[config.mk]
export PLATFORM = sky130hd
export DESIGN_NAME = audio_i2s_tx
export DESIGN_NICKNAME = d
export VERILOG_FILES = /design/src/rtl/audio_i2s_tx.sv
export SDC_FILE = /design/constraint.sdc
export NUM_CORES = 1
export LEC_CHECK = 0
export CORE_MARGIN = 8
export CORE_UTILIZATION = 54
export CTS_CLUSTER_SIZE = 25
export DETAILED_ROUTE_END_ITERATION = 12
export HOLD_SLACK_MARGIN = 0.03
export PLACE_DENSITY = 0.79
export REMOVE_ABC_BUFFERS = 1
export SLEW_MARGIN = 25
export SYNTH_ARGS = -nofsm -noshare
export SYNTH_HDL_FRONTEND = slang
export SYNTH_SLANG_ARGS = --single-unit
[constraint.sdc]
create_clock -name clock -period 3.2 [get_ports clock]
set_input_delay 0.64 -clock clock [delete_from_list [all_inputs] [get_ports clock]]
set_output_delay 0.64 -clock clock [all_outputs]
set_load 0.05 [all_outputs]
[src/rtl/audio_i2s_tx.sv]
`default_nettype none
// ============================================================================
//  Module      : audio_i2s_tx
//  Description : Mono 16-bit PCM to I2S transmitter. Samples are buffered in a
//                4-entry FIFO and one sample is sent on both the left and the
//                right channel of each 32-bit I2S frame. Bit clock is derived
//                from the system clock via a half-period divider.
//  Option      : `define AUDIO_I2S_TX_UNDERRUN_HOLD_EN to repeat the last
//                popped sample on an underrun instead of sending silence.
//  Revision    : 1.0 - initial release
// ============================================================================
module audio_i2s_tx #(
    parameter int BCLK_DIV = 8
) (
    input  logic        clock,
    input  logic        reset,
    input  logic        sample_valid,
    input  logic [15:0] sample_data,
    input  logic        clear_flags,
    output logic        i2s_bclk,
    output logic        i2s_lrclk,
    output logic        i2s_sdata,
    output logic [2:0]  fifo_level,
    output logic        overflow,
    output logic        underrun
);

    localparam logic [7:0] DIV_LAST   = 8'(BCLK_DIV - 1);
    localparam logic [2:0] FIFO_DEPTH = 3'd4;

    // Bit clock divider
    logic [7:0]  div_q, div_d;
    logic        bclk_q, bclk_d;

    // Serializer
    logic [4:0]  bit_cnt_q, bit_cnt_d;
    logic [15:0] frame_q, frame_d;
    logic        lrclk_q, lrclk_d;
    logic        sdata_q, sdata_d;

    // Sample FIFO
    logic [15:0] mem_q [4];
    logic [15:0] mem_d [4];
    logic [1:0]  wr_ptr_q, wr_ptr_d;
    logic [1:0]  rd_ptr_q, rd_ptr_d;
    logic [2:0]  level_q, level_d;

    // Sticky status
    logic        overflow_q, overflow_d;
    logic        underrun_q, underrun_d;

    // Event strobes
    logic        w_div_tick;
    logic        w_fall_tick;
    logic        w_frame_start;
    logic        w_fifo_empty;
    logic        w_fifo_full;
    logic        w_pop;
    logic        w_push;
    logic        w_drop;
    logic        w_underrun_evt;
    logic [15:0] w_head;
    logic [15:0] w_fill;
    logic [4:0]  w_bit_after;

`ifdef AUDIO_I2S_TX_UNDERRUN_HOLD_EN
    logic [15:0] last_q, last_d;

    // Remember the most recent sample actually taken from the FIFO
    always_comb begin
        last_d = last_q;
        if (w_pop) begin
            last_d = w_head;
        end
    end

    // Holding register for the repeat-on-underrun fill value
    always_ff @(posedge clock or posedge reset) begin
        if (reset) begin
            last_q <= '0;
        end else begin
            last_q <= last_d;
        end
    end

    assign w_fill = last_q;
`else
    assign w_fill = 16'h0000;
`endif

    // Decode the divider wrap, the bit-clock falling edge and FIFO events
    always_comb begin
        w_div_tick     = (div_q == DIV_LAST);
        // A tick while bclk is high is the 1->0 toggle
        w_fall_tick    = w_div_tick & bclk_q;
        w_frame_start  = w_fall_tick && (bit_cnt_q == 5'd31);
        w_fifo_empty   = (level_q == 3'd0);
        w_fifo_full    = (level_q == FIFO_DEPTH);
        w_head         = mem_q[rd_ptr_q];
        // Pop sees the FIFO as it was before this cycle: no bypass of a push
        w_pop          = w_frame_start && !w_fifo_empty;
        // A pop in the same cycle frees the slot a full FIFO needs
        w_push         = sample_valid && (!w_fifo_full || w_pop);
        w_drop         = sample_valid && !w_push;
        w_underrun_evt = w_frame_start && w_fifo_empty;
    end

    // Half-period divider that toggles the bit clock
    always_comb begin
        div_d  = div_q + 8'd1;
        bclk_d = bclk_q;
        if (w_div_tick) begin
            div_d  = '0;
            bclk_d = ~bclk_q;
        end
    end

    // Advance the bit position and shift out data on each falling tick
    always_comb begin
        bit_cnt_d   = bit_cnt_q;
        frame_d     = frame_q;
        lrclk_d     = lrclk_q;
        sdata_d     = sdata_q;
        // Word select leads the data by one bit: it follows bit_cnt+1 of
        // the new position, i.e. the current position plus two
        w_bit_after = bit_cnt_q + 5'd2;
        if (w_fall_tick) begin
            bit_cnt_d = bit_cnt_q + 5'd1;
            if (w_frame_start) begin
                frame_d = w_pop ? w_head : w_fill;
            end
            // ~b[3:0] == 15 - (b mod 16): MSB first within each channel word
            sdata_d = frame_d[~bit_cnt_d[3:0]];
            lrclk_d = w_bit_after[4];
        end
    end

    // FIFO storage, pointers and occupancy
    always_comb begin
        mem_d    = mem_q;
        wr_ptr_d = wr_ptr_q;
        rd_ptr_d = rd_ptr_q;
        level_d  = level_q;
        if (w_push) begin
            mem_d[wr_ptr_q] = sample_data;
            wr_ptr_d        = wr_ptr_q + 2'd1;
        end
        if (w_pop) begin
            rd_ptr_d = rd_ptr_q + 2'd1;
        end
        level_d = level_q + {2'b00, w_push} - {2'b00, w_pop};
    end

    // Sticky flags: a set event in the same cycle wins over clear
    always_comb begin
        overflow_d = (overflow_q & ~clear_flags) | w_drop;
        underrun_d = (underrun_q & ~clear_flags) | w_underrun_evt;
    end

    // State registers; reset abandons any buffered samples and partial frame
    always_ff @(posedge clock or posedge reset) begin
        if (reset) begin
            div_q      <= '0;
            bclk_q     <= 1'b0;
            bit_cnt_q  <= 5'd31;
            frame_q    <= '0;
            lrclk_q    <= 1'b0;
            sdata_q    <= 1'b0;
            for (int i = 0; i < 4; i++) begin
                mem_q[i] <= '0;
            end
            wr_ptr_q   <= '0;
            rd_ptr_q   <= '0;
            level_q    <= '0;
            overflow_q <= 1'b0;
            underrun_q <= 1'b0;
        end else begin
            div_q      <= div_d;
            bclk_q     <= bclk_d;
            bit_cnt_q  <= bit_cnt_d;
            frame_q    <= frame_d;
            lrclk_q    <= lrclk_d;
            sdata_q    <= sdata_d;
            mem_q      <= mem_d;
            wr_ptr_q   <= wr_ptr_d;
            rd_ptr_q   <= rd_ptr_d;
            level_q    <= level_d;
            overflow_q <= overflow_d;
            underrun_q <= underrun_d;
        end
    end

    assign i2s_bclk   = bclk_q;
    assign i2s_lrclk  = lrclk_q;
    assign i2s_sdata  = sdata_q;
    assign fifo_level = level_q;
    assign overflow   = overflow_q;
    assign underrun   = underrun_q;

endmodule
`default_nettype wire

==> impl_metrics.toml, run 1 <==
[run_status]
status = "finished, final reports clean"

[yosys]
syn_area_um2 = 5022
synth.yosys.warnings = 0
ys_ff_latch = 105
yosys.cell_count.top_type = "dfrtp_1"
synthArstFlopShare_pct = 100.0
syn_avg_cell_area_um2 = 14.07
synth_top_area_cell = "dfrtp_1"
ys_types = 41
synth_top_cell_area_share_pct = 49.83
synth-seq-area-share_pct = 52.44
synth_edf_count = 0
ys.flop_type = "dfrtp_1"
synth_area_leaders = "dfrtp_1 50%, mux2_4 12%, mux4_2 7.2%"
syn_inst = 357
synthTopCellsByCount = "100 x dfrtp_1, 40 x mux2_4, 26 x mux2_2, 19 x nand2_1, 17 x o21ai_0"

[worst_setup_path]
end_kind = "flip-flop"
path_buf_inv = 2
critPathRequiredTime_ps = 3460
critPathMaxStageDelay_ps = 560
crit_chain = "ha_1 -> and3_1 -> ha_1 -> nand2_1 -> or3_4 -> a31oi_4 -> inv_1 -> ha_1 -> inv_1 -> ha_1 -> fa_1 -> xor2_1 -> xnor2_1"
start_kind = "flip-flop"
crit_start = "bit_cnt_q[1]$_DFFE_PP1P_"
path_class = "flip-flop to flip-flop"
crit_slowest_cell = "dfstp_2"
cp_data_arrival_time_ps = 3230
r2r-start = "bit_cnt_q[1]$_DFFE_PP1P_"
critPathMostFrequentCell = "ha_1"
crit_family = "adder cells"
cp_max_fo = 5

[routing]
dr_wl_met2_mm = 4.550
ant_nets = 0
finalWirelength_mm = 9.578
firstDrtPassIters = 4
route.met3.wl_um = 346
drt_iter0_drc = 220
wl_met1_mm = 4.481
via_per_inst = 5.789
drc = 0
top_layer_used = "met4"
routedWlPerCell_um = 19.04
vias = 2912

[floorplanning]
die_height_um = 112.4
num_io_pins = 28
die_w_um = 112.4
die-area_um2 = 12640
initial_utilization_pct = 54.87
rows = 35
core-area_um2 = 9153

[clocking]
cts_max_level = 3
insertion_delay_ps = 370
cts_buffer_depth = 2
cts.sinks = 105
cts_root_buf = "clkbuf_8"
cts_tree = "yes"
cts.clk_slew.worst_paths_ps = 90
cts_setup_buffers = 0
cts_buffers = 9

[pwr]
vdd_drop_max_v = 0.0005290
power_density_nw_per_um2 = 779.3
fin_total_pwr_uw = 4399
leakage_uw = 0.002562

[global_route]
grt_max_degree = 48
grt_pass1_vias = 3280
antenna_found_initial = 0
grt_overflow = 0
grt_pass1_wl_mm = 16.74
track_usage_pct = 16.54

[timing]
max_freq_ghz = 0.3365
finalWorstSetupSlack_ps = 228.0
rsz0062_at_grt = "no"
skew_ps = 14.31
period_share_pct = 92.87
hold_viol = 0
setup_tns_ps = 0
drv_slew = 0
tightest_slew_ps = 637.1
relSlewSlack_pct = 57.22
min_period_ps = 2972
setup_viol = 0
holdWs_ps = 456.9

[job]
maxCapViolations = 0

[placement]
dp_worst_setup_slack_ps = 144.9
place_congestion = 0.8620
dp_hpwl_mm = 6.453
io_buffers = 27

[worst_hold_path]
hold_path_class = "flip-flop to flip-flop"
min-delay-start = "div_q[0]$_DFF_PP0_"

[cells_and_area]
final_core_util_pct = 61.68
diodes = 0
nNetsFinal = 417
layout-drive-gt1-share_pct = 31.12
area_growth_pct = 12.41
## state kept, by name (all words and copies together) (netlist names), 2 cells and up
register and flops:
bit_cnt_q 5, div_q 8, fifo_level 3, frame_q 16
mem_q 64, rd_ptr_q 2, wr_ptr_q 2
## worst paths after layout
check	end	slack (ps)	cells past startpoint
min in group asynchronous	fifo_level[2]$_DFF_PP0_	700	2
max in group asynchronous	bit_cnt_q[2]$_DFFE_PP1P_	1770	3
min	div_q[0]$_DFF_PP0_	460	1
max	fifo_level[2]$_DFF_PP0_	230	13
min reg2reg	div_q[0]$_DFF_PP0_	460	1
max reg2reg	fifo_level[2]$_DFF_PP0_	230	13
## metrics by stage
| stage | std cells | instance area (um2) |
|---|---|---|
| after global placement | 487 | 5426 |
| after floorplan | 335 | 4897 |
| final | 503 | 5645 |
| after CTS | 503 | 5640 |
| after detailed placement | 487 | 5426 |
| after global routing | 503 | 5645 |
## cell type report
class,count,area [um2]
clock inverters,3,65.06
repair buffers,41,387.9
inverters,10,40.04
fillers,669,3507
multi-input cells,220,2231
clock buffers,13,148.9
flip-flops and latches,105,2634
well taps,111,138.9
## repair_timing
| action | in CTS | in global routing |
|---|---|---|
| hold buffers | 0 | 0 |
| resized for setup | 0 | 1 |
| endpoints found under the setup margin | 0 | 1 |
## placed cells by master, fill, tap and decap left out, types with 5 or more instances in the layout
master,instances
dfrtp_1,100
mux2_2,26
xnor2_1,11
buf_4,13
xor2_1,8
nor2_1,8
o31ai_1,14
nand2_1,19
mux2_4,40
clkdlybuf4s50_1,27
nand3_1,10
clkbuf_8,10
mux4_2,16
ha_1,9
inv_1,9
dfstp_2,5
o21ai_0,17
o211ai_1,5
## routing by layer
layer | global-route usage [%] | vias to the layer above
li1 | - | 1354
met3 | 4.026 | 15
met4 | 6.565 | 0
met5 | 0 | -
met2 | 26.29 | 54
met1 | 21.36 | 1489
## logic make-up after synthesis
| family | synth area share (%) |
|---|---|
| compound gates | 6.901 |
| xor+xnor | 3.313 |
| fa+ha+maj | 2.641 |
| buf+inv | 3.239 |
| flops | 52.44 |
| mux | 24.96 |
| simple gates | 6.502 |
## where the power goes
part           total (uW)  internal [uW]  leakage [uW]  switching [uW]
Combinational        1460            884       0.00116             579
Clock                 888            462      0.000108             426
Sequential           2050           1780       0.00130             264
No activity file was read; power rests on OpenSTA's default activity.
==> run 2: changes to the inputs <==
Settings changed: CORE_ASPECT_RATIO from default to 1.1, CORE_UTILIZATION 54 to 40, PLACE_DENSITY 0.79 to 0.62.
==> run 2 against run 1 <==
Net effect: wire length is 0.73% lower; first-iteration DRC count is 43% lower; sequential share of layout area is 1.4 points lower; via count is 0.10% lower; die area is 30% higher; register-to-register slack hardly changed; setup slack worse by 10 ps.
==> impl_metrics.toml, run 2 (same netlist as run 1, synthesis figures left out) <==
[cells_and_area]
nNetsFinal = 418
final_common_cell = "dfrtp_1"
area_growth_pct = 15.89
seq_area_um2 = 2634
final_core_util_pct = 46.83
diodes = 0
multi_input_area_um2 = 2231
layout_common_cells = "100 x dfrtp_1, 40 x mux2_4, 27 x clkdlybuf4s50_1, 26 x mux2_2, 19 x nand2_1"
reg_top3 = "mem_q: 64 flops, frame_q: 16 flops, div_q: 8 flops"
n_fill_cell = 1089
largest-register = "mem_q"
largest_reg_flops = 64
design_area_um2 = 5821
layout-drive-gt1-share_pct = 31.30

[clocking]
cts_setup_buffers = 0
cts.clk_slew.worst_paths_ps = 70
cts_root_buf = "clkbuf_16"
cts.sinks = 105
insertion_delay_ps = 350
cts_hold_buf = 0
cts_buffers = 9
cts_buffer_depth = 2
cts_max_level = 3
cts_resized = 0
cts_tree = "yes"

[timing]
skew_ps = 5.393
tightest_slew_ps = 634.6
min_period_ps = 2982
hold_viol = 0
finalWorstSetupSlack_ps = 217.6
rsz0062_at_grt = "no"
max_freq_ghz = 0.3353
drv_slew = 0
relSlewSlack_pct = 57.69
setup_viol = 0
holdWs_ps = 455.3
period_share_pct = 93.20

[floorplanning]
core-area_um2 = 12430
num_io_pins = 28
initial_utilization_pct = 40.41
die_w_um = 122.8
die-area_um2 = 16400
rows = 43
die_height_um = 133.5

[routing]
drt_iter0_drc = 125
routedWlPerCell_um = 17.29
via_per_inst = 5.289
finalWirelength_mm = 9.508
firstDrtPassIters = 4
vias = 2909
drc = 0
ant_nets = 0

[placement]
place_congestion = 0.7810
io_buffers = 27
dp_worst_setup_slack_ps = 150.9
dp_hpwl_mm = 6.402
postPlaceCellArea_um2 = 5492

[worst_setup_path]
path_class = "flip-flop to flip-flop"
end_kind = "flip-flop"
crit_slowest_cell = "dfstp_2"
critPathMostFrequentCell = "ha_1"
start_kind = "flip-flop"
crit_chain = "ha_1 -> and3_1 -> ha_1 -> nand2_1 -> or3_4 -> a31oi_4 -> inv_1 -> ha_1 -> inv_1 -> ha_1 -> fa_1 -> xor2_1 -> xnor2_1"
path_buf_inv = 2
critPathMaxStageDelay_ps = 560
cp_max_fo = 5
critPathRequiredTime_ps = 3430
cp_data_arrival_time_ps = 3210
crit_family = "adder cells"

[global_route]
track_usage_pct = 12.76
grt_overflow = 0
antenna_found_initial = 0
grt_max_degree = 51
grt_pass1_wl_mm = 16.29
grt_pass1_vias = 3082

[pwr]
clkPwrFrac_pct = 25.6
leakage_uw = 0.002617
vdd_drop_max_v = 0.0003890
p_switching_uw = 1289
intPower_uw = 3401
swShare_pct = 27.48
seqPwrFrac_pct = 43.4
share_comb_of_total_power_pct = 31.0
fin_total_pwr_uw = 4689
power_density_nw_per_um2 = 805.6

[run_status]
status = "finished, final reports clean"

[job]
maxCapViolations = 0

[worst_hold_path]
hold_path_class = "flip-flop to flip-flop"
## run 2: path summary, 6_finish.rpt
| kind | startpoint | to | slack, ps | depth (start not counted) |
|---|---|---|---|---|
| min in group asynchronous | reset | div_q[7]$_DFF_PP0_ | 740 | 2 |
| setup / recovery | bit_cnt_q[1]$_DFFE_PP1P_ | fifo_level[2]$_DFF_PP0_ | 220 | 13 |
| max in group asynchronous | reset | bit_cnt_q[3]$_DFFE_PP1P_ | 1770 | 3 |
| setup reg to reg | bit_cnt_q[1]$_DFFE_PP1P_ | fifo_level[2]$_DFF_PP0_ | 220 | 13 |
| hold / removal | div_q[0]$_DFF_PP0_ | div_q[0]$_DFF_PP0_ | 460 | 1 |
| hold reg to reg | div_q[0]$_DFF_PP0_ | div_q[0]$_DFF_PP0_ | 460 | 1 |
## run 2: cell type report
class	count	area share (%)
flip-flops and latches	105	45.25
clock buffers	14	4.536
repair buffers	42	6.793
clock inverters	2	1.032
multi-input cells	220	38.33
inverters	10	0.6879
well taps	157	3.375
## run 2: per-layer routing
metal / share of wire [%] / GRT usage, % / wire [um]
met1: 49 / 17.36 / 4653
met2: 46 / 18.78 / 4412
met3: 2.6 / 2.581 / 249
met4: 2.0 / 6.508 / 193
met5: 0 / 0 / 0
## run 2: per-stage QoR
step	TNS, ps	std cells
after global routing	0	550
final	0	550
after global placement	0	534
after floorplan	-20270	335
after CTS	0	550
after detailed placement	0	534
## run 2: power groups by stage
stage,Clock [uW],Sequential (uW),Combinational [uW]
floorplan,0,2060,1120
global placement,0,2040,1440
detailed placement,0,2060,1470
CTS,1230,2040,1470
global route,1270,2100,1580
finish,1200,2040,1450
